<file path="src/rtl/le_regiao_cursor_if.sv">
// le_regiao_cursor_if: scan request, framebuffer read port and pixel stream of the cursor-region reader.
// master is the environment side (requester, RAM, consumer); slave is the reader itself.
interface le_regiao_cursor_if #(
    parameter int ADDR_W = 19,
    parameter int DATA_W = 12
);
    logic              start;
    logic [10:0]       x_cursor;
    logic [10:0]       y_cursor;
    logic [6:0]        SIZE;
    logic              busy;
    logic              done;
    logic              mem_rd;
    logic [ADDR_W-1:0] mem_addr;
    logic [DATA_W-1:0] mem_data;
    logic              out_valid;
    logic              out_ready;
    logic [DATA_W-1:0] out_data;
    logic [10:0]       out_x;
    logic [10:0]       out_y;
    logic              out_last;

    modport master (
        output start, x_cursor, y_cursor, SIZE, mem_data, out_ready,
        input  busy, done, mem_rd, mem_addr, out_valid, out_data, out_x, out_y, out_last
    );
    modport slave (
        input  start, x_cursor, y_cursor, SIZE, mem_data, out_ready,
        output busy, done, mem_rd, mem_addr, out_valid, out_data, out_x, out_y, out_last
    );
endinterface

</file>
<file path="src/rtl/le_regiao_cursor.sv">
// le_regiao_cursor: reads the SIZE x SIZE framebuffer square under the cursor and streams it
// in raster order with coordinates; off-screen pixels take a slot and are emitted as zero.
module le_regiao_cursor #(
    parameter int H_RES  = 640,
    parameter int V_RES  = 480,
    parameter int ADDR_W = 19,
    parameter int DATA_W = 12,
    parameter int RD_LAT = 2
) (
    input logic               clock,
    input logic               reset,
    le_regiao_cursor_if.slave bus
);
    localparam int DEPTH = RD_LAT + 2;
    localparam int PW    = $clog2(DEPTH);
    localparam int CW    = $clog2(DEPTH + 1);

    typedef enum logic [1:0] {IDLE, ISSUE, DRAIN, FIN} state_t;
    typedef struct packed {
        logic        valid;
        logic [10:0] x;
        logic [10:0] y;
        logic        last;
        logic        off;
    } tag_t;
    typedef struct packed {
        logic [DATA_W-1:0] data;
        logic [10:0]       x;
        logic [10:0]       y;
        logic              last;
    } ent_t;

    state_t        state_q, state_d;
    logic          busy_q, busy_d, done_q, done_d;
    logic [10:0]   x0_q, x0_d, y0_q, y0_d;
    logic [6:0]    s_q, s_d;
    logic [11:0]   cx_q, cx_d, cy_q, cy_d, x_end, y_end;
    tag_t          pipe_q [RD_LAT];
    tag_t          pipe_d [RD_LAT];
    tag_t          tail;
    ent_t          fifo_q [DEPTH];
    ent_t          head, push_ent;
    logic [PW-1:0] wr_q, wr_d, rd_q, rd_d;
    logic [CW-1:0] cnt_q, cnt_d, inflight;
    logic          credit, issue, off, last_pix, push, pop;

    // Bounds in 12 bits so a square hanging past x=2047 does not wrap back on-screen.
    assign x_end    = {1'b0, x0_q} + {5'b0, s_q} - 12'd1;
    assign y_end    = {1'b0, y0_q} + {5'b0, s_q} - 12'd1;
    assign off      = cx_q >= 12'(H_RES) || cy_q >= 12'(V_RES);
    assign last_pix = cx_q == x_end && cy_q == y_end;
    assign credit   = int'(cnt_q) + int'(inflight) < DEPTH;
    assign issue    = state_q == ISSUE && credit;

    assign bus.mem_rd   = issue && !off;
    assign bus.mem_addr = bus.mem_rd ? ADDR_W'(cy_q) * ADDR_W'(H_RES) + ADDR_W'(cx_q) : '0;

    assign tail     = pipe_q[RD_LAT-1];
    assign push     = tail.valid;
    assign pop      = bus.out_valid && bus.out_ready;
    assign push_ent = '{tail.off ? {DATA_W{1'b0}} : bus.mem_data, tail.x, tail.y, tail.last};
    assign head     = fifo_q[rd_q];

    assign bus.out_valid = cnt_q != '0;
    assign bus.out_data  = bus.out_valid ? head.data : '0;
    assign bus.out_x     = bus.out_valid ? head.x : '0;
    assign bus.out_y     = bus.out_valid ? head.y : '0;
    assign bus.out_last  = bus.out_valid && head.last;
    assign bus.busy      = busy_q;
    assign bus.done      = done_q;

    always_comb begin
        inflight = '0;
        for (int i = 0; i < RD_LAT; i++) inflight = inflight + CW'(pipe_q[i].valid);
        pipe_d[0] = '{issue, cx_q[10:0], cy_q[10:0], last_pix, off};
        for (int i = 1; i < RD_LAT; i++) pipe_d[i] = pipe_q[i-1];
        wr_d  = push ? (wr_q == PW'(DEPTH - 1) ? '0 : wr_q + 1'b1) : wr_q;
        rd_d  = pop ? (rd_q == PW'(DEPTH - 1) ? '0 : rd_q + 1'b1) : rd_q;
        cnt_d = cnt_q + CW'(push) - CW'(pop);
    end

    always_comb begin
        state_d = state_q;
        x0_d    = x0_q;
        y0_d    = y0_q;
        s_d     = s_q;
        cx_d    = cx_q;
        cy_d    = cy_q;
        case (state_q)
            IDLE: if (bus.start) begin
                if (|bus.SIZE) begin
                    x0_d    = bus.x_cursor;
                    y0_d    = bus.y_cursor;
                    s_d     = bus.SIZE;
                    cx_d    = {1'b0, bus.x_cursor};
                    cy_d    = {1'b0, bus.y_cursor};
                    state_d = ISSUE;
                end else begin
                    state_d = FIN;
                end
            end
            ISSUE: if (credit) begin
                cx_d    = cx_q == x_end ? {1'b0, x0_q} : cx_q + 12'd1;
                cy_d    = cx_q == x_end ? cy_q + 12'd1 : cy_q;
                state_d = last_pix ? DRAIN : ISSUE;
            end
            // The last pixel is the youngest entry, so its handshake means pipeline and FIFO are empty.
            DRAIN: state_d = pop && bus.out_last ? FIN : DRAIN;
            FIN: state_d = IDLE;
            default: state_d = IDLE;
        endcase
        busy_d = state_d != IDLE;
        done_d = state_d == FIN;
    end

    always_ff @(posedge clock or negedge reset) begin
        if (!reset) begin
            state_q <= IDLE;
            busy_q  <= 1'b0;
            done_q  <= 1'b0;
            x0_q    <= '0;
            y0_q    <= '0;
            s_q     <= '0;
            cx_q    <= '0;
            cy_q    <= '0;
            pipe_q  <= '{default: '0};
            wr_q    <= '0;
            rd_q    <= '0;
            cnt_q   <= '0;
        end else begin
            state_q <= state_d;
            busy_q  <= busy_d;
            done_q  <= done_d;
            x0_q    <= x0_d;
            y0_q    <= y0_d;
            s_q     <= s_d;
            cx_q    <= cx_d;
            cy_q    <= cy_d;
            pipe_q  <= pipe_d;
            wr_q    <= wr_d;
            rd_q    <= rd_d;
            cnt_q   <= cnt_d;
        end
    end

    always_ff @(posedge clock) begin
        if (push) fifo_q[wr_q] <= push_ent;
    end
endmodule

</file>
<file path="src/flat_wrapper.sv">
// flat-port wrapper written by rule: the top's interface ports become plain ports
module le_regiao_cursor_flat 
#(
    parameter int H_RES  = 640,
    parameter int V_RES  = 480,
    parameter int ADDR_W = 19,
    parameter int DATA_W = 12,
    parameter int RD_LAT = 2
)
  (clock, reset, bus_start, bus_x_cursor, bus_y_cursor, bus_SIZE, bus_mem_data, bus_out_ready, bus_busy, bus_done, bus_mem_rd, bus_mem_addr, bus_out_valid, bus_out_data, bus_out_x, bus_out_y, bus_out_last);
  le_regiao_cursor_if #(.ADDR_W(ADDR_W), .DATA_W(DATA_W)) bus_i ();
  input logic clock;
  input logic reset;
  input wire logic [$bits(bus_i.start)-1:0] bus_start;
  input wire logic [$bits(bus_i.x_cursor)-1:0] bus_x_cursor;
  input wire logic [$bits(bus_i.y_cursor)-1:0] bus_y_cursor;
  input wire logic [$bits(bus_i.SIZE)-1:0] bus_SIZE;
  input wire logic [$bits(bus_i.mem_data)-1:0] bus_mem_data;
  input wire logic [$bits(bus_i.out_ready)-1:0] bus_out_ready;
  output wire logic [$bits(bus_i.busy)-1:0] bus_busy;
  output wire logic [$bits(bus_i.done)-1:0] bus_done;
  output wire logic [$bits(bus_i.mem_rd)-1:0] bus_mem_rd;
  output wire logic [$bits(bus_i.mem_addr)-1:0] bus_mem_addr;
  output wire logic [$bits(bus_i.out_valid)-1:0] bus_out_valid;
  output wire logic [$bits(bus_i.out_data)-1:0] bus_out_data;
  output wire logic [$bits(bus_i.out_x)-1:0] bus_out_x;
  output wire logic [$bits(bus_i.out_y)-1:0] bus_out_y;
  output wire logic [$bits(bus_i.out_last)-1:0] bus_out_last;
  assign bus_i.start = bus_start;
  assign bus_i.x_cursor = bus_x_cursor;
  assign bus_i.y_cursor = bus_y_cursor;
  assign bus_i.SIZE = bus_SIZE;
  assign bus_i.mem_data = bus_mem_data;
  assign bus_i.out_ready = bus_out_ready;
  assign bus_busy = bus_i.busy;
  assign bus_done = bus_i.done;
  assign bus_mem_rd = bus_i.mem_rd;
  assign bus_mem_addr = bus_i.mem_addr;
  assign bus_out_valid = bus_i.out_valid;
  assign bus_out_data = bus_i.out_data;
  assign bus_out_x = bus_i.out_x;
  assign bus_out_y = bus_i.out_y;
  assign bus_out_last = bus_i.out_last;
  le_regiao_cursor #(.H_RES(H_RES), .V_RES(V_RES), .ADDR_W(ADDR_W), .DATA_W(DATA_W), .RD_LAT(RD_LAT)) u_core (.clock(clock), .reset(reset), .bus(bus_i));
endmodule
</file>
<file path="config.mk">
export PLATFORM = sky130hd
export DESIGN_NAME = le_regiao_cursor_flat
export DESIGN_NICKNAME = d
export VERILOG_FILES = /design/src/rtl/le_regiao_cursor_if.sv /design/src/rtl/le_regiao_cursor.sv /design/src/flat_wrapper.sv
export SDC_FILE = /design/constraint.sdc
export NUM_CORES = 1
export LEC_CHECK = 0
export ABC_CLOCK_PERIOD_IN_PS = 9400
export CAP_MARGIN = 0
export CELL_PAD_IN_SITES_DETAIL_PLACEMENT = 0
export CELL_PAD_IN_SITES_GLOBAL_PLACEMENT = 2
export CORE_ASPECT_RATIO = 0.75
export CORE_UTILIZATION = 30
export DETAILED_ROUTE_END_ITERATION = 8
export PLACE_DENSITY = 0.65
export SYNTH_ARGS = -nofsm -noshare
export SYNTH_HDL_FRONTEND = slang
export SYNTH_SLANG_ARGS = --single-unit
</file>
<file path="constraint.sdc">
create_clock -name clock -period 9.4 [get_ports clock]
set_input_delay 0.94 -clock clock [delete_from_list [all_inputs] [get_ports clock]]
set_output_delay 0.94 -clock clock [all_outputs]
set_load 0.02 [all_outputs]
</file>
After elaboration in Yosys (flattened, before gate mapping)
Memory sizes are Yosys's and may differ from the RTL's. Index checks and enable logic that the tools add are counted.

Reduce and logical (&&, ||, !) cells: 16. Equal/unequal tests: 12. Muxes and demuxes: 25. $lt $le $gt $ge: 3. Add/sub/neg operators: 13. Multiply operators: 1.

Operators by type and width (count): $mux 12 (10); $pmux 12 s2 (2); $lt 32x4->1 const B (1); $add 11x7->12 (2); $add 12x1->12 const B (2); $eq 12x12->1 (2); $sub 12x1->12 const B (2); $mux 11 (2); $add 19x12->19 (1); $mux 19 (1); $ge 12x10->1 const B (1); $ge 12x9->1 const B (1); $mul 12x3->12 const B (1); $mux 2 (6); $eq 2x2->1 const B (5); $pmux 2 s4 (1); $reduce_or 7->1 (1); $logic_and 1x1->1 (6); $reduce_and 5->1 (1); $add 2x1->2 const B (2); $add 3x2->4 (1); $ne 2x1->1 const B (2); $ne 2x2->1 const B (2); $reduce_and 4->1 (1); 11 further kinds (14).

Memories: 1. Logic and storage cells: 92. Register bits: 114. Memory bits (writable): 140. Input port bits: 45. Output and inout port bits: 58.

Memory list: u_core.fifo_q (words 4, bits a word 35, rd ports 1, clocked after memory_dff 0, wr ports 1, RTL line le_regiao_cursor.sv:41) `ent_t fifo_q [DEPTH];`.

Longest topological paths before layout
Depth after elaboration: 8. Depth in mapped cells: 15. Gate-level depth less buffers: 14.

Worst setup path before layout
Ideal clock, no wire load.

Path type: register to output. Start: register u_core.cy_q[1]. End: output bus_mem_addr[18]. Data arrival time: 2617 ps. Required time: 8460 ps. Stages on the path, launching flop included: 13. Buffers on the path: 0. Path slack: 5843 ps. Cell sequence: dfrtp_1 -> ha_1 -> ha_1 -> inv_1 -> fa_1 -> nor2b_1 -> o21ai_0 -> nand2b_1 -> xor2_1 -> and3_1 -> nand4_1 -> xnor2_1 -> nor2_1.

Cells in the longest elaborated chain, start to end: 5. Elaborated cells between the ends (all ways): 7. Those cells by class: 1 x add/sub; 1 x mul; 1 x order compare; 1 x mux; 3 x reduce/logical.

Ends and longest elaborated chain: start: declaration (RTL line le_regiao_cursor.sv:37) `logic [11:0] cx_q, cx_d, cy_q, cy_d, x_end, y_end;`; start signal: assignment (RTL line le_regiao_cursor.sv:138) `cy_q <= cy_d;`; parallel branches: the longest is 4 deep, another holds $add 19x12->19; $mux 19 * (RTL line le_regiao_cursor.sv:56) `assign bus.mem_addr = bus.mem_rd ? ADDR_W'(cy_q) * ADDR_W'(H_RES) + ADDR_W'(cx_q) : '0;`; end: declaration (RTL line flat_wrapper.sv:23) `output wire logic [$bits(bus_i.mem_addr)-1:0] bus_mem_addr;`.

Mark *: on every way between the ends.

Final worst setup path
Start: register u_core.cnt_q[0]. End: output bus_mem_addr[2].

Cells in the longest elaborated chain, start to end: 5.

Ends and longest elaborated chain: start: declaration (RTL line le_regiao_cursor.sv:44) `logic [CW-1:0] cnt_q, cnt_d, inflight;`; start signal: assignment (RTL line le_regiao_cursor.sv:142) `cnt_q <= cnt_d;`; $add 3x2->4 (RTL line le_regiao_cursor.sv:52) `assign credit = int'(cnt_q) + int'(inflight) < DEPTH;`; $lt 32x4->1 (RTL line le_regiao_cursor.sv:52); $logic_and 1x1->1 (RTL line le_regiao_cursor.sv:53) `assign issue = state_q == ISSUE && credit;`; net u_core.issue (RTL line le_regiao_cursor.sv:45) `logic credit, issue, off, last_pix, push, pop;`; $logic_and 1x1->1 (RTL line le_regiao_cursor.sv:55) `assign bus.mem_rd = issue && !off;`; $mux 19 (RTL line le_regiao_cursor.sv:56).

The timed path passes the listed nets, and every way through them passes these cells.

==> metrics.md <==
| Metric | Value |
|---|---|
| GRT Max-Usage Layer | `met2` |
| Top_reg_cell synth | `edfxtp_1` |
| Reg2reg start | `u_core.s_q[1]` |
| CP startpoint kind | `flop` |
| Ranking of synthesized cells by area | `edfxtp_1 34%, dfrtp_1 23%, ha_1 7.0%` |
| Die W | `236.2 µm` |
| Tot Pwr | `0.005975 W` |
| Slowest-stage cell, CP | `clkdlybuf4s50_1` |
| Vias in the first global route | `7932` |
| Seq/Total Area, Yosys | `57.18%` |
| Hold Crit Class | `flop to flop` |
| Register bit total from synthesis | `254` |
| Fin area | `14840 µm²` |
| Post-synth top area cell | `edfxtp_1` |
| Worst hold endpoint | `u_core.pipe_q[2]` |
| Met3 usage | `2.302%` |
| Clock buffer count from CTS | `27` |
| Max-Cap Viols | `0` |
| Boundary pin count | `103` |
| Status | `finished clean` |
| Max Fclk | `between 150 and 200 MHz` |
| Period utilization | `54.63%` |
| Reg area | `7058 µm²` |
| Number of antenna violations at the first check in global routing | `1` |
| Clock Tree Root | `clkbuf_16` |
| Crit-path max cell delay | `roughly 600 ps` |
| Initial core utilization | `around 31%` |
| Global-route met2 utilization | `22.74%` |
| Buf/Inv on CP | `3` |
| Die height | `177.6 µm` |
| Row count | `63` |
| Setup-failing EPs final | `0` |
| CTS clk-pin slew, worst paths | `60 ps` |
| Worst slew pin tran | `between 900 and 1000 ps` |
| Final nets | `roughly 1200` |
| Via count | `7625` |
| Met1 Use GR | `between 20% and 30%` |
| Mean area per synthesized cell | `12.90 µm²` |
| Reg2reg path depth | `14` |
| Gate Count Post-Synth | `between 900 and 1000` |
| Pwr dens | `402.6 nW/µm²` |
| Layout fillers | `3901` |
| Fin crit period | `5135 ps` |
| Clock Skew | `7.824 ps` |
| Largest net degree at the start of global routing | `73` |
| Hold path start | `u_core.pipe_d[2]` |
| Number of routed nets with antenna violations | `0` |
| Largest fanout on the critical path | `14` |
| Postcts setup bufs | `0` |
| Most frequent cells after synthesis | `140 x edfxtp_1, 114 x dfrtp_1, 80 x inv_1` |
| Critical Path AT | `4190 ps` |
| Buffers on Ports | `about 100` |
| Final setup TNS | `0 ps` |
| Final hold viol count | `0` |
| Post-CTS sizing | `0` |
| Pre-antenna DRT Iters | `5` |
| Rel. slew slack | `a little over a third` |
| Asr flop ratio synth | `44.88%` |
| Initial DRC count | `396` |
| DRC violations left | `0` |
| Share of Yosys cell area claimed by the top area cell type | `34.07%` |
| Hold Path Depth | `0` |
| CTS Sinks | `around 250` |
| Cell Area, Synth | `roughly 12000 µm²` |
| Crit. End Element | `output port` |
| Grt total ovfl | `0` |
| Critical path, cell by cell | `ha_1 -> a21o_1 -> o22ai_1 -> nand2_1 -> inv_1 -> nand3_1 -> inv_1 -> and2_1 -> clkdlybuf4s50_1` |
| Most common cell in the synthesized netlist | `edfxtp_1` |
| CP required | `between 8000 and 9000 ps` |
| Cell family with most CP delay | `buffers and inverters` |
| RD Place Congestion | `0.7743` |
| Capture point of the worst reg-to-reg path | `u_core.state_q[0]` |
| Reg2Reg Setup Slack | `5470 ps` |
| Hold buffers post-CTS | `0` |
| DP Wirelength | `approximately 21 mm` |
| RSZ-0062 raised after global routing | `no` |
| Synth-to-layout area growth | `20.24%` |
| Area occupied by multi-input gates | `4802 µm²` |
| Clk_lat worst skew | `550 ps` |
| DR WL/cell | `18.76 µm` |
| Vias per cell | `4.763` |
| Number of enable flip-flop cells after synthesis | `140` |
| Netlist cell types | `64` |
| Total track usage | `14.63%` |
| Clock buffer depth | `3` |
| Peak VDD IR | `roughly 0.14 mV` |
| Slew Limit Fails | `0` |
| Final wirelength | `about 30 mm` |
| H-Tree Depth | `1` |
| Die area | `41960 µm²` |
| Net Count, Synth | `roughly 1100` |
| Leakage | `a little under 6 nW` |
| YS warnings | `0` |
| Dpl ws | `4705 ps` |
| Share of post-route cells with drive strength above 1 | `10.29%` |
| Critical path's most frequent cell | `inv_1` |
| Core area | `40040 µm²` |
| CTS tree | `done` |
| Global-route wire length before repair | `47.24 mm` |
| Final worst slack | `4265 ps` |
| Critical setup path kind | `flop to output port` |
| Placed Area | `between 10000 and 15000 µm²` |
[kinds of logic (layout without fill, tap and decap cells)]
| group | after synthesis | after routing | synth area share [%] |
|---|---|---|---|
| xor gates and xnor gates | 65 | 65 | 4.613 |
| DFF | 254 | 254 | 57.18 |
| and+or+nand+nor | 241 | 241 | 10.83 |
| muxes | 49 | 49 | 7.543 |
| adders and majority gates | 74 | 74 | 7.807 |
| AOI/OAI and AO/OA | 152 | 152 | 8.111 |
| buffers and inverters | 122 | 244 | 3.914 |
| other | 0 | 2 | 0 |
[power breakdown]
group | internal (W) | leakage [nW] | total (W) | switching, W
combinational | 0.00133 | 2.69 | 0.00296 | 0.00164
sequential | 0.00161 | 2.68 | 0.00192 | 0.000310
clock | 0.000643 | 0.445 | 0.00110 | 0.000453
[cell usage in the layout, fill, tap and decap left out, types with 7 or more instances in the layout]
cell type / netlist / final
a21o_1: 13 / 13
a21oi_1: 26 / 26
a22oi_1: 9 / 9
a31oi_1: 7 / 7
and2_1: 52 / 52
and3_1: 17 / 16
buf_4: 0 / 13
clkbuf_16: 0 / 27
clkdlybuf4s50_1: 0 / 101
dfrtp_1: 114 / 113
edfxtp_1: 140 / 140
ha_1: 69 / 69
inv_1: 80 / 80
mux2i_1: 12 / 12
mux4_2: 35 / 35
nand2_1: 43 / 43
nand3_1: 24 / 24
nand4_1: 9 / 9
nor2_1: 36 / 36
nor2b_1: 16 / 16
nor3_1: 12 / 12
o21ai_0: 29 / 29
o21ai_1: 23 / 23
or3_1: 7 / 7
xnor2_1: 39 / 39
xor2_1: 26 / 26
[stage by stage]
stage | utilization [%] | cells | hold slack, ps
6_report | 37.05 | 1601 | 345.3
5_1_grt | 37.05 | 1600 | 352.6
4_1_cts | 37.04 | 1599 | 346.2
3_5_place_dp | 34.76 | 1549 | 334.7
3_3_place_gp | 34.76 | 1549 | 332.0
2_1_floorplan | - | 957 | 331.2
[worst max-delay path by stage]
stage | slack [ps] | end | cells after the start | startpoint
global placement | 4810 | bus_mem_addr[2] | 9 | u_core.cnt_q[0]
floorplan | 5840 | bus_mem_addr[18] | 12 | u_core.cy_q[1]
CTS | 4070 | bus_mem_addr[2] | 9 | u_core.cnt_q[0]
detailed placement | 4700 | bus_mem_addr[2] | 9 | u_core.cnt_q[0]
global route | 3860 | bus_mem_addr[2] | 10 | u_core.cnt_q[0]
finish | 4270 | bus_mem_addr[2] | 9 | u_core.cnt_q[0]
[worst register-to-register path, stage by stage (launching register included)]
cell       delay (ps)
dfrtp_1           360
inv_1             110
ha_1              240
inv_1              60
ha_1              220
inv_1              70
fa_1              410
nor2b_1           210
o211a_1           210
o2111ai_1         170
mux2i_1           150
or4b_4            510
nor4_1            680
nand4_1           220
o2bb2ai_1         180
[registers in the layout (all words and copies together), names as in the netlist, 2 cells and up]
signal,cells
u_core.rd_q,2
u_core.x0_q,11
u_core.cx_q,12
u_core.y0_q,11
u_core.s_q,7
u_core.pipe_d,25
u_core.fifo_q,140
u_core.pipe_q,24
u_core.cy_q,12
u_core.cnt_q,3
u_core.wr_q,2
u_core.state_q,2
[layer usage]
metal | share of wire (%) | vias to the layer above
met5 | 0 | -
met4 | 1.7 | 0
met3 | 3.7 | 28
met2 | 44 | 126
met1 | 51 | 3794
li1 | - | 3677
[final cells by class]
type                            count  share of cell area [%]
Antenna cell                        2                 0.03373
Clock buffer                       31                   4.655
Clock inverter                     19                   1.501
Inverter                           80                   2.024
Multi-Input combinational cell    581                   32.36
Sequential cell                   254                   47.57
Tap cell                          520                   4.385
Timing Repair Buffer              114                   7.471
Power figures use the tool's default switching activity.
